--- config.mk ---
export PLATFORM = sky130hd
export DESIGN_NAME = inference_test_sequencer
export DESIGN_NICKNAME = d
export VERILOG_FILES = /design/src/rtl/inference_test_sequencer.sv
export SDC_FILE = /design/constraint.sdc
export NUM_CORES = 1
export LEC_CHECK = 0
export ABC_AREA = 1
export CAP_MARGIN = 0
export CELL_PAD_IN_SITES_DETAIL_PLACEMENT = 1
export CELL_PAD_IN_SITES_GLOBAL_PLACEMENT = 2
export CORE_AREA = 2 2 420 422
export CTS_CLUSTER_SIZE = 28
export DETAILED_ROUTE_END_ITERATION = 12
export DIE_AREA = 0 0 422 424
export PLACE_DENSITY = 0.56
export SYNTH_ARGS = -nofsm -noshare
export SYNTH_HDL_FRONTEND = slang
export SYNTH_SLANG_ARGS = --single-unit
--- constraint.sdc ---
create_clock -name clk -period 2.55 [get_ports clk]
set_clock_uncertainty 0.2 [all_clocks]
set_input_delay 0.255 -clock clk [delete_from_list [all_inputs] [get_ports clk]]
set_output_delay 0.255 -clock clk [all_outputs]
set_load 0.01 [all_outputs]
--- src/rtl/inference_test_sequencer.sv ---
// Sweeps stored test vectors through an inference engine, compares each result with its label
// and keeps saturating correct/wrong/timeout tallies; no backpressure, a per-test handshake via dut_start/dut_ready.
module inference_test_sequencer #(
  parameter int NUM_TESTS    = 750,
  parameter int NUM_FEATURES = 62,
  parameter int DATA_W       = 8,
  parameter int LABEL_W      = 4,
  parameter int START_LEN    = 2,
  parameter int SETTLE       = 2,
  parameter int TIMEOUT      = 4096,
  localparam int IW = (NUM_TESTS > 2) ? $clog2(NUM_TESTS) : 1,
  localparam int CW = $clog2(NUM_TESTS + 1),
  localparam int VW = NUM_FEATURES * DATA_W
) (
  input  logic               clk,
  input  logic               rst,
  input  logic               run,
  input  logic               abort,
  input  logic               stop_on_err,
  output logic [IW-1:0]      test_addr,
  input  logic [VW-1:0]      test_vec,
  input  logic [LABEL_W-1:0] test_label,
  output logic [VW-1:0]      dut_input,
  output logic               dut_start,
  input  logic [LABEL_W-1:0] dut_result,
  input  logic               dut_ready,
  output logic               busy,
  output logic               done,
  output logic               err_stop,
  output logic [CW-1:0]      correct_cnt,
  output logic [CW-1:0]      wrong_cnt,
  output logic [CW-1:0]      timeout_cnt,
  output logic               mis_valid,
  output logic [IW-1:0]      mis_index,
  output logic [LABEL_W-1:0] mis_result,
  output logic [LABEL_W-1:0] mis_label
);

  localparam int PMAX = (START_LEN > SETTLE) ? START_LEN : SETTLE;
  localparam int PW   = (PMAX > 1) ? $clog2(PMAX + 1) : 1;
  localparam int TW   = $clog2(TIMEOUT + 1);

  typedef enum logic [2:0] {
    S_IDLE, S_FETCH, S_LOAD, S_START, S_WAIT, S_SETTLE, S_CHECK, S_DONE
  } state_t;

  state_t               state;
  logic [IW-1:0]        index;
  logic [LABEL_W-1:0]   label_q;
  logic [PW-1:0]        phase;
  logic [TW-1:0]        wait_cnt;
  logic                 tmo;
  logic                 stop_latch;
  logic                 result_bad;

  assign busy       = (state != S_IDLE) && (state != S_DONE);
  assign done       = (state == S_DONE);
  assign result_bad = (dut_result != label_q);

  always_ff @(posedge clk or negedge rst) begin
    if (!rst) begin
      state       <= S_IDLE;
      index       <= '0;
      test_addr   <= '0;
      dut_input   <= '0;
      dut_start   <= 1'b0;
      label_q     <= '0;
      phase       <= '0;
      wait_cnt    <= '0;
      tmo         <= 1'b0;
      stop_latch  <= 1'b0;
      err_stop    <= 1'b0;
      correct_cnt <= '0;
      wrong_cnt   <= '0;
      timeout_cnt <= '0;
      mis_valid   <= 1'b0;
      mis_index   <= '0;
      mis_result  <= '0;
      mis_label   <= '0;
    end else begin
      mis_valid <= 1'b0;
      // Abort only cuts a sweep short; tallies and the last mismatch stay visible.
      if (abort && busy) begin
        state     <= S_IDLE;
        dut_start <= 1'b0;
      end else begin
        case (state)
          S_IDLE, S_DONE: begin
            if (run && !abort) begin
              correct_cnt <= '0;
              wrong_cnt   <= '0;
              timeout_cnt <= '0;
              err_stop    <= 1'b0;
              index       <= '0;
              test_addr   <= '0;
              stop_latch  <= stop_on_err;
              state       <= S_FETCH;
            end
          end
          S_FETCH: state <= S_LOAD;
          S_LOAD: begin
            dut_input <= test_vec;
            label_q   <= test_label;
            dut_start <= 1'b1;
            phase     <= PW'(START_LEN - 1);
            state     <= S_START;
          end
          S_START: begin
            if (phase == '0) begin
              dut_start <= 1'b0;
              wait_cnt  <= '0;
              state     <= S_WAIT;
            end else begin
              phase <= phase - 1'b1;
            end
          end
          S_WAIT: begin
            // Ready is tested first so it beats a timeout expiring in the same cycle.
            if (dut_ready) begin
              tmo <= 1'b0;
              if (SETTLE == 0) begin
                state <= S_CHECK;
              end else begin
                phase <= PW'(SETTLE - 1);
                state <= S_SETTLE;
              end
            end else if (wait_cnt == TW'(TIMEOUT - 1)) begin
              tmo <= 1'b1;
              if (timeout_cnt != CW'(NUM_TESTS)) timeout_cnt <= timeout_cnt + 1'b1;
              state <= S_CHECK;
            end else begin
              wait_cnt <= wait_cnt + 1'b1;
            end
          end
          S_SETTLE: begin
            if (phase == '0) state <= S_CHECK;
            else             phase <= phase - 1'b1;
          end
          S_CHECK: begin
            if (tmo) begin
              mis_valid  <= 1'b1;
              mis_index  <= index;
              mis_result <= '0;
              mis_label  <= label_q;
            end else if (result_bad) begin
              if (wrong_cnt != CW'(NUM_TESTS)) wrong_cnt <= wrong_cnt + 1'b1;
              mis_valid  <= 1'b1;
              mis_index  <= index;
              mis_result <= dut_result;
              mis_label  <= label_q;
            end else begin
              if (correct_cnt != CW'(NUM_TESTS)) correct_cnt <= correct_cnt + 1'b1;
            end
            if (stop_latch && (tmo || result_bad)) begin
              err_stop <= 1'b1;
              state    <= S_DONE;
            end else if (index == IW'(NUM_TESTS - 1)) begin
              state <= S_DONE;
            end else begin
              index     <= index + 1'b1;
              test_addr <= index + 1'b1;
              state     <= S_FETCH;
            end
          end
          default: state <= S_IDLE;
        endcase
      end
    end
  end

endmodule

======== Word-level counts from Yosys, hierarchy flattened ========
Cells that the tools add are included.
operators by class
  reductions and logical operators ........ 31
  bitwise operators ....................... 1
  add/subtract/negate cells ............... 6
  muxes and demuxes ....................... 50
  eq/ne operators ......................... 34
operators with widths
  kind                   number
  $mux 10                14
  $pmux 10 s2            4
  $add 10x1->10 const B  4
  $mux 13                3
  $ne 2x2->1 const B     16
  $ne 10x10->1 const B   3
  $pmux 13 s2            1
  $mux 3                 8
  $pmux 3 s7             1
  $reduce_and 6->1       3
  $mux 4                 4
  $add 13x1->13 const B  1
  $eq 13x12->1 const B   1
  $eq 3x3->1 const B     4
  $ne 3x3->1 const B     4
  $reduce_and 4->1       3
  $eq 10x10->1 const B   1
  $mux 1                 10
  $reduce_and 5->1       2
  $reduce_bool 2->1      5
  $reduce_and 3->1       3
  $reduce_bool 3->1      3
  $eq 3x2->1 const B     2
  $pmux 2 s3             1
  other kinds (14)       21
word-level totals
  logic and storage cells ................. 139
  output and inout bits ................... 559
  bits of input ports ..................... 510
  bits in registers ....................... 581

======== Longest topological paths before layout ========
  depth in word-level cells ............... 6
  depth in mapped cells ................... 12
  depth with buffers taken out ............ 11

======== Least setup slack after synthesis ========
OpenSTA, ideal clock, no wires.
  path kind ............................... reg-to-reg
  from .................................... reg wait_cnt[0]
  to ...................................... reg wait_cnt[11]
  path slack .............................. 0.673 ns
  arrival ................................. 1.553 ns
  data required time ...................... 2.226 ns
  library setup time ...................... 0.124 ns
  cell stages (with the launch flop) ...... 12
  clock period less this slack ............ 1.877 ns
  buffers on the path ..................... 1
  cell sequence ........................... dfrtp_1 > ha_1 > nand2_1 > nor2_1 > and2_1 > nand2_2 > nand2_2 > nand2_1 > nand2_2 > buf_6 > nand2_1 > o21ai_1
between the ends
  longest elaborated chain between the ends .. 4
  elaborated cells between the ends (all ways) .. 7
  classes of those cells .................. add/sub: 1; eq/ne: 2; mux: 3; reduce/logical: 1
ends and longest elaborated chain
  item                    line  source
  start, declared         51    logic [TW-1:0] wait_cnt;
  start signal, assigned  132   wait_cnt <= wait_cnt + 1'b1;
  $add 13x1->13           132
  $mux 13                 127   end else if (wait_cnt == TW'(TIMEOUT - 1)) begin
  $mux 13                 119   if (dut_ready) begin
  $pmux 13 s2             87    case (state)
Parallel ways exist; a longest one is shown, timed or not. The select of a mux whose other input is x is not followed.
A chain may end at the register's enable or synchronous reset.

======== Final worst setup path ========
  from .................................... reg state[1]
  to ...................................... out busy
between the ends
  longest elaborated chain between the ends .. 2
  elaborated cells between the ends (all ways) .. 3
  classes of those cells .................. eq/ne: 1; reduce/logical: 2
ends and longest elaborated chain
  item                                             line  source
  start, declared                                  47    state_t state;
  start signal, assigned                           62    state <= S_IDLE;
  start signal, assigned                           84    state <= S_IDLE;
  start signal, assigned                           97    state <= S_FETCH;
  $ne 3x3->1 or $reduce_bool 3->1 (tied branches)  56    assign busy = (state != S_IDLE) && (state != S_DONE);
  $logic_and 1x1->1 (*)                            56
  end, declared                                    27    output logic busy,
Mark *: on every way between the ends. The rest lies on a longest branch, timed or not.

==> impl_metrics.csv <==
group,metric,value,unit
sta,rsz0062_at_grt,"false",
routing,avgViaCountPerCell,3.49,
synth,syn_nets,2261,
critical_path,critPathLaunchType,"register",
synth,syn_area,0.0253,mm²
sta,finalHoldViolations,0,
synth,ys_seq_area_frac,0.575,
placement,dp_hpwl,97700,µm
grt,antenna_found_initial,43,
critical_path,endpoint_kind,"output pin",
clocking,tritoncts.num_buffers,80,
synth,synth_warnings,0,
clocking,clk_latency,0.72,ns
routing,firstDrtPassIters,5,
final_layout,nets,3894,
clocking,cts_tree,"built",
power_and_ir_drop,p_leak,21.0,nW
grt,met1_usage,0.166,
routing,post_drt_wl_per_cell,21.7,µm
synth,synthFlopType,"dfrtp_1",
routing,drtIter0Drc,683,
routing,vias,20185,
clocking,postCtsSetupBuffers,0,
sta,hold_ws,0.0750,ns
power_and_ir_drop,power_density,1060,mW/mm²
die,fp-row-count,154,
final_layout,final_cell_mix,"clkdlybuf4s50_1 (1062), dfrtp_1 (579), dlygate4sd3_1 (469)",
placement,dpl.cell_count,5162,
synth,synth_cell_type_count,38,
synth,synth_edf_count,0,
run_status,status,"completed",
final_layout,fill_cells,19326,
synth,avgSynthCellArea,14.5,µm²
synth,async_flop_share,1.00,
min_path,hold_path_class,"input port to register",
die,core_area,0.175,mm²
sta,finalMaxSlewViolations,0,
die,die_h,424,µm
clocking,root_buffer,"clkbuf_16",
sta,tightest_slew,0.600,ns
placement,finalWeightedCongestion,0.812,
grt,grt_max_degree,62,
die,dieArea,0.179,mm²
critical_path,crit_type,"register to output pin",
grt,grt_overflow,0,
sta,setup_viol,0,
final_layout,layout.cells.non_filler,5790,
die,initial_core_util,0.145,
clocking,clock_path_buffers,3,
critical_path,cp.arrival,1.91,ns
sta,slew_headroom,0.602,
sta,layout_min_cycle_time,2.36,ns
clocking,clock_sinks,581,
clocking,htreeDepth,3,
final_layout,multi_input_area,0.00982,mm²
synth,syn_inst,1741,
grt,use_met2,0.222,
final_layout,layout-drive-gt1-share,0.216,
die,die_x,422,µm
synth,synth-seq-cells,581,
routing,postRouteAntennaNets,0,
clocking,clkSlewWorstSetupHoldPaths,0.06,ns
grt,grt.busiest_layer,"met2",
sta,fmax,423,MHz
final_layout,seqCellArea,0.0145,mm²
critical_path,critPathMaxFanout,6,
final_layout,layout_commonest_cell,"clkdlybuf4s50_1",
final_layout,area_growth,85.1,%
die,pin_count,1069,
critical_path,required,2.10,ns
power_and_ir_drop,max-vdd-ir-drop,0.000598,V
routing,routed_wl,125000,µm
placement,io_buffers,1068,
grt,grt_use_total,0.137,
grt,grt_pass1_wl,176000,µm
routing,route.detailed.drc,0,
job,maxCapViolations,0,
sta,final.setup.tns,0,ns
grt,grt_pass1_vias,22323,
grt,grtUsageMet3,0.0418,
sta,post-route-period-util,0.927,
## worst max-delay path, stage by stage (launching register included)
cell	delay [ns]
dfrtp_2	0.45
nand2_1	0.09
clkinv_1	0.11
nand2_2	0.12
nand2_4	0.11
inv_2	0.10
clkdlybuf4s15_2	0.24
## cells in the mapped netlist, types with 10 or more instances
master	number	area, µm²
dfrtp_1	581	14500
mux2_4	450	6760
nand2_1	240	901
nor2_1	76	285
inv_1	63	236
buf_6	53	597
nand3_1	47	235
mux2_2	44	495
nand4_1	23	144
nor3_1	18	90.1
o21ai_0	18	90.1
xor2_1	17	149
o21ai_1	16	80.1
a21oi_1	11	55.1
buf_2	11	55.1
ha_1	10	125
## power by group
part	leakage, nW	internal [mW]	switching [mW]
Combinational	12.5	13.6	8.56
Sequential	7.25	13.2	2.81
Clock	1.30	6.81	4.82
Total	21.0	33.6	16.2
## cells by family after synthesis
family | share of synthesized area
buffers and inverters | 0.0374
and+or+nand+nor | 0.0740
xor gates and xnor gates | 0.00831
adders and majority gates | 0.00495
DFF | 0.575
muxes | 0.288
AOI/OAI and AO/OA | 0.0129
## repair_timing
item,CTS,global route
endpoints found under the hold margin,1043,0
hold buffers,470,0
setup endpoints to repair,4,1
pin swaps,1,0
gates resized for setup,8,2
## final timing paths
| kind | from | endpoint | slack, ns | cells after the start |
|---|---|---|---|---|
| worst min register to register | mis_index[2]$_DFFE_PN0P_ | mis_index[2]$_DFFE_PN0P_ | 0.28 | 2 |
| worst min-delay path | test_vec[62] | dut_input[62]$_DFFE_PN0P_ | 0.07 | 2 |
| min in group asynchronous | rst | dut_input[218]$_DFFE_PN0P_ | 0.17 | 3 |
| worst max-delay path | state[1]$_DFFE_PN0P_ | busy | 0.19 | 6 |
| worst max register to register | wait_cnt[1]$_DFFE_PN0P_ | timeout_cnt[7]$_DFFE_PN0P_ | 0.25 | 9 |
| max in group asynchronous | rst | dut_input[54]$_DFFE_PN0P_ | 1.34 | 3 |
## cell type report
| type | count | share of cell area |
|---|---|---|
| multi-input cells | 1019 | 0.210 |
| well taps | 2340 | 0.0625 |
| clock buffers | 113 | 0.0486 |
| flip-flops and latches | 581 | 0.311 |
| inverters | 69 | 0.00553 |
| repair buffers | 1623 | 0.353 |
| diodes | 17 | 0.000909 |
| clock inverters | 28 | 0.00895 |
## sequential cells by signal, indices dropped and copies added, names as in the netlist
signal / flops
dut_input: 496
wait_cnt: 13
correct_cnt: 10
index: 10
mis_index: 10
timeout_cnt: 10
wrong_cnt: 10
label_q: 4
mis_label: 4
mis_result: 4
state: 3
phase: 2
dut_start: 1
err_stop: 1
mis_valid: 1
stop_latch: 1
tmo: 1
## stage by stage
stage,utilization,total power [mW],cell area (µm²),setup WS [ns]
after CTS,0.267,50.8,46800,0.0161
after detailed placement,0.225,37.9,39400,0.0874
after global placement,0.225,37.8,39400,0.0830
after global routing,0.268,52.3,46800,0.0165
after floorplan,-,24.8,25300,0.673
final,0.268,49.8,46800,0.185
## per-layer routing
layer	vias to the layer above	share of wire
met5	-	0.0015
met4	30	0.041
met3	186	0.066
met2	681	0.47
met1	10059	0.42
li1	9229	-
Power figures use the tool's default switching activity.
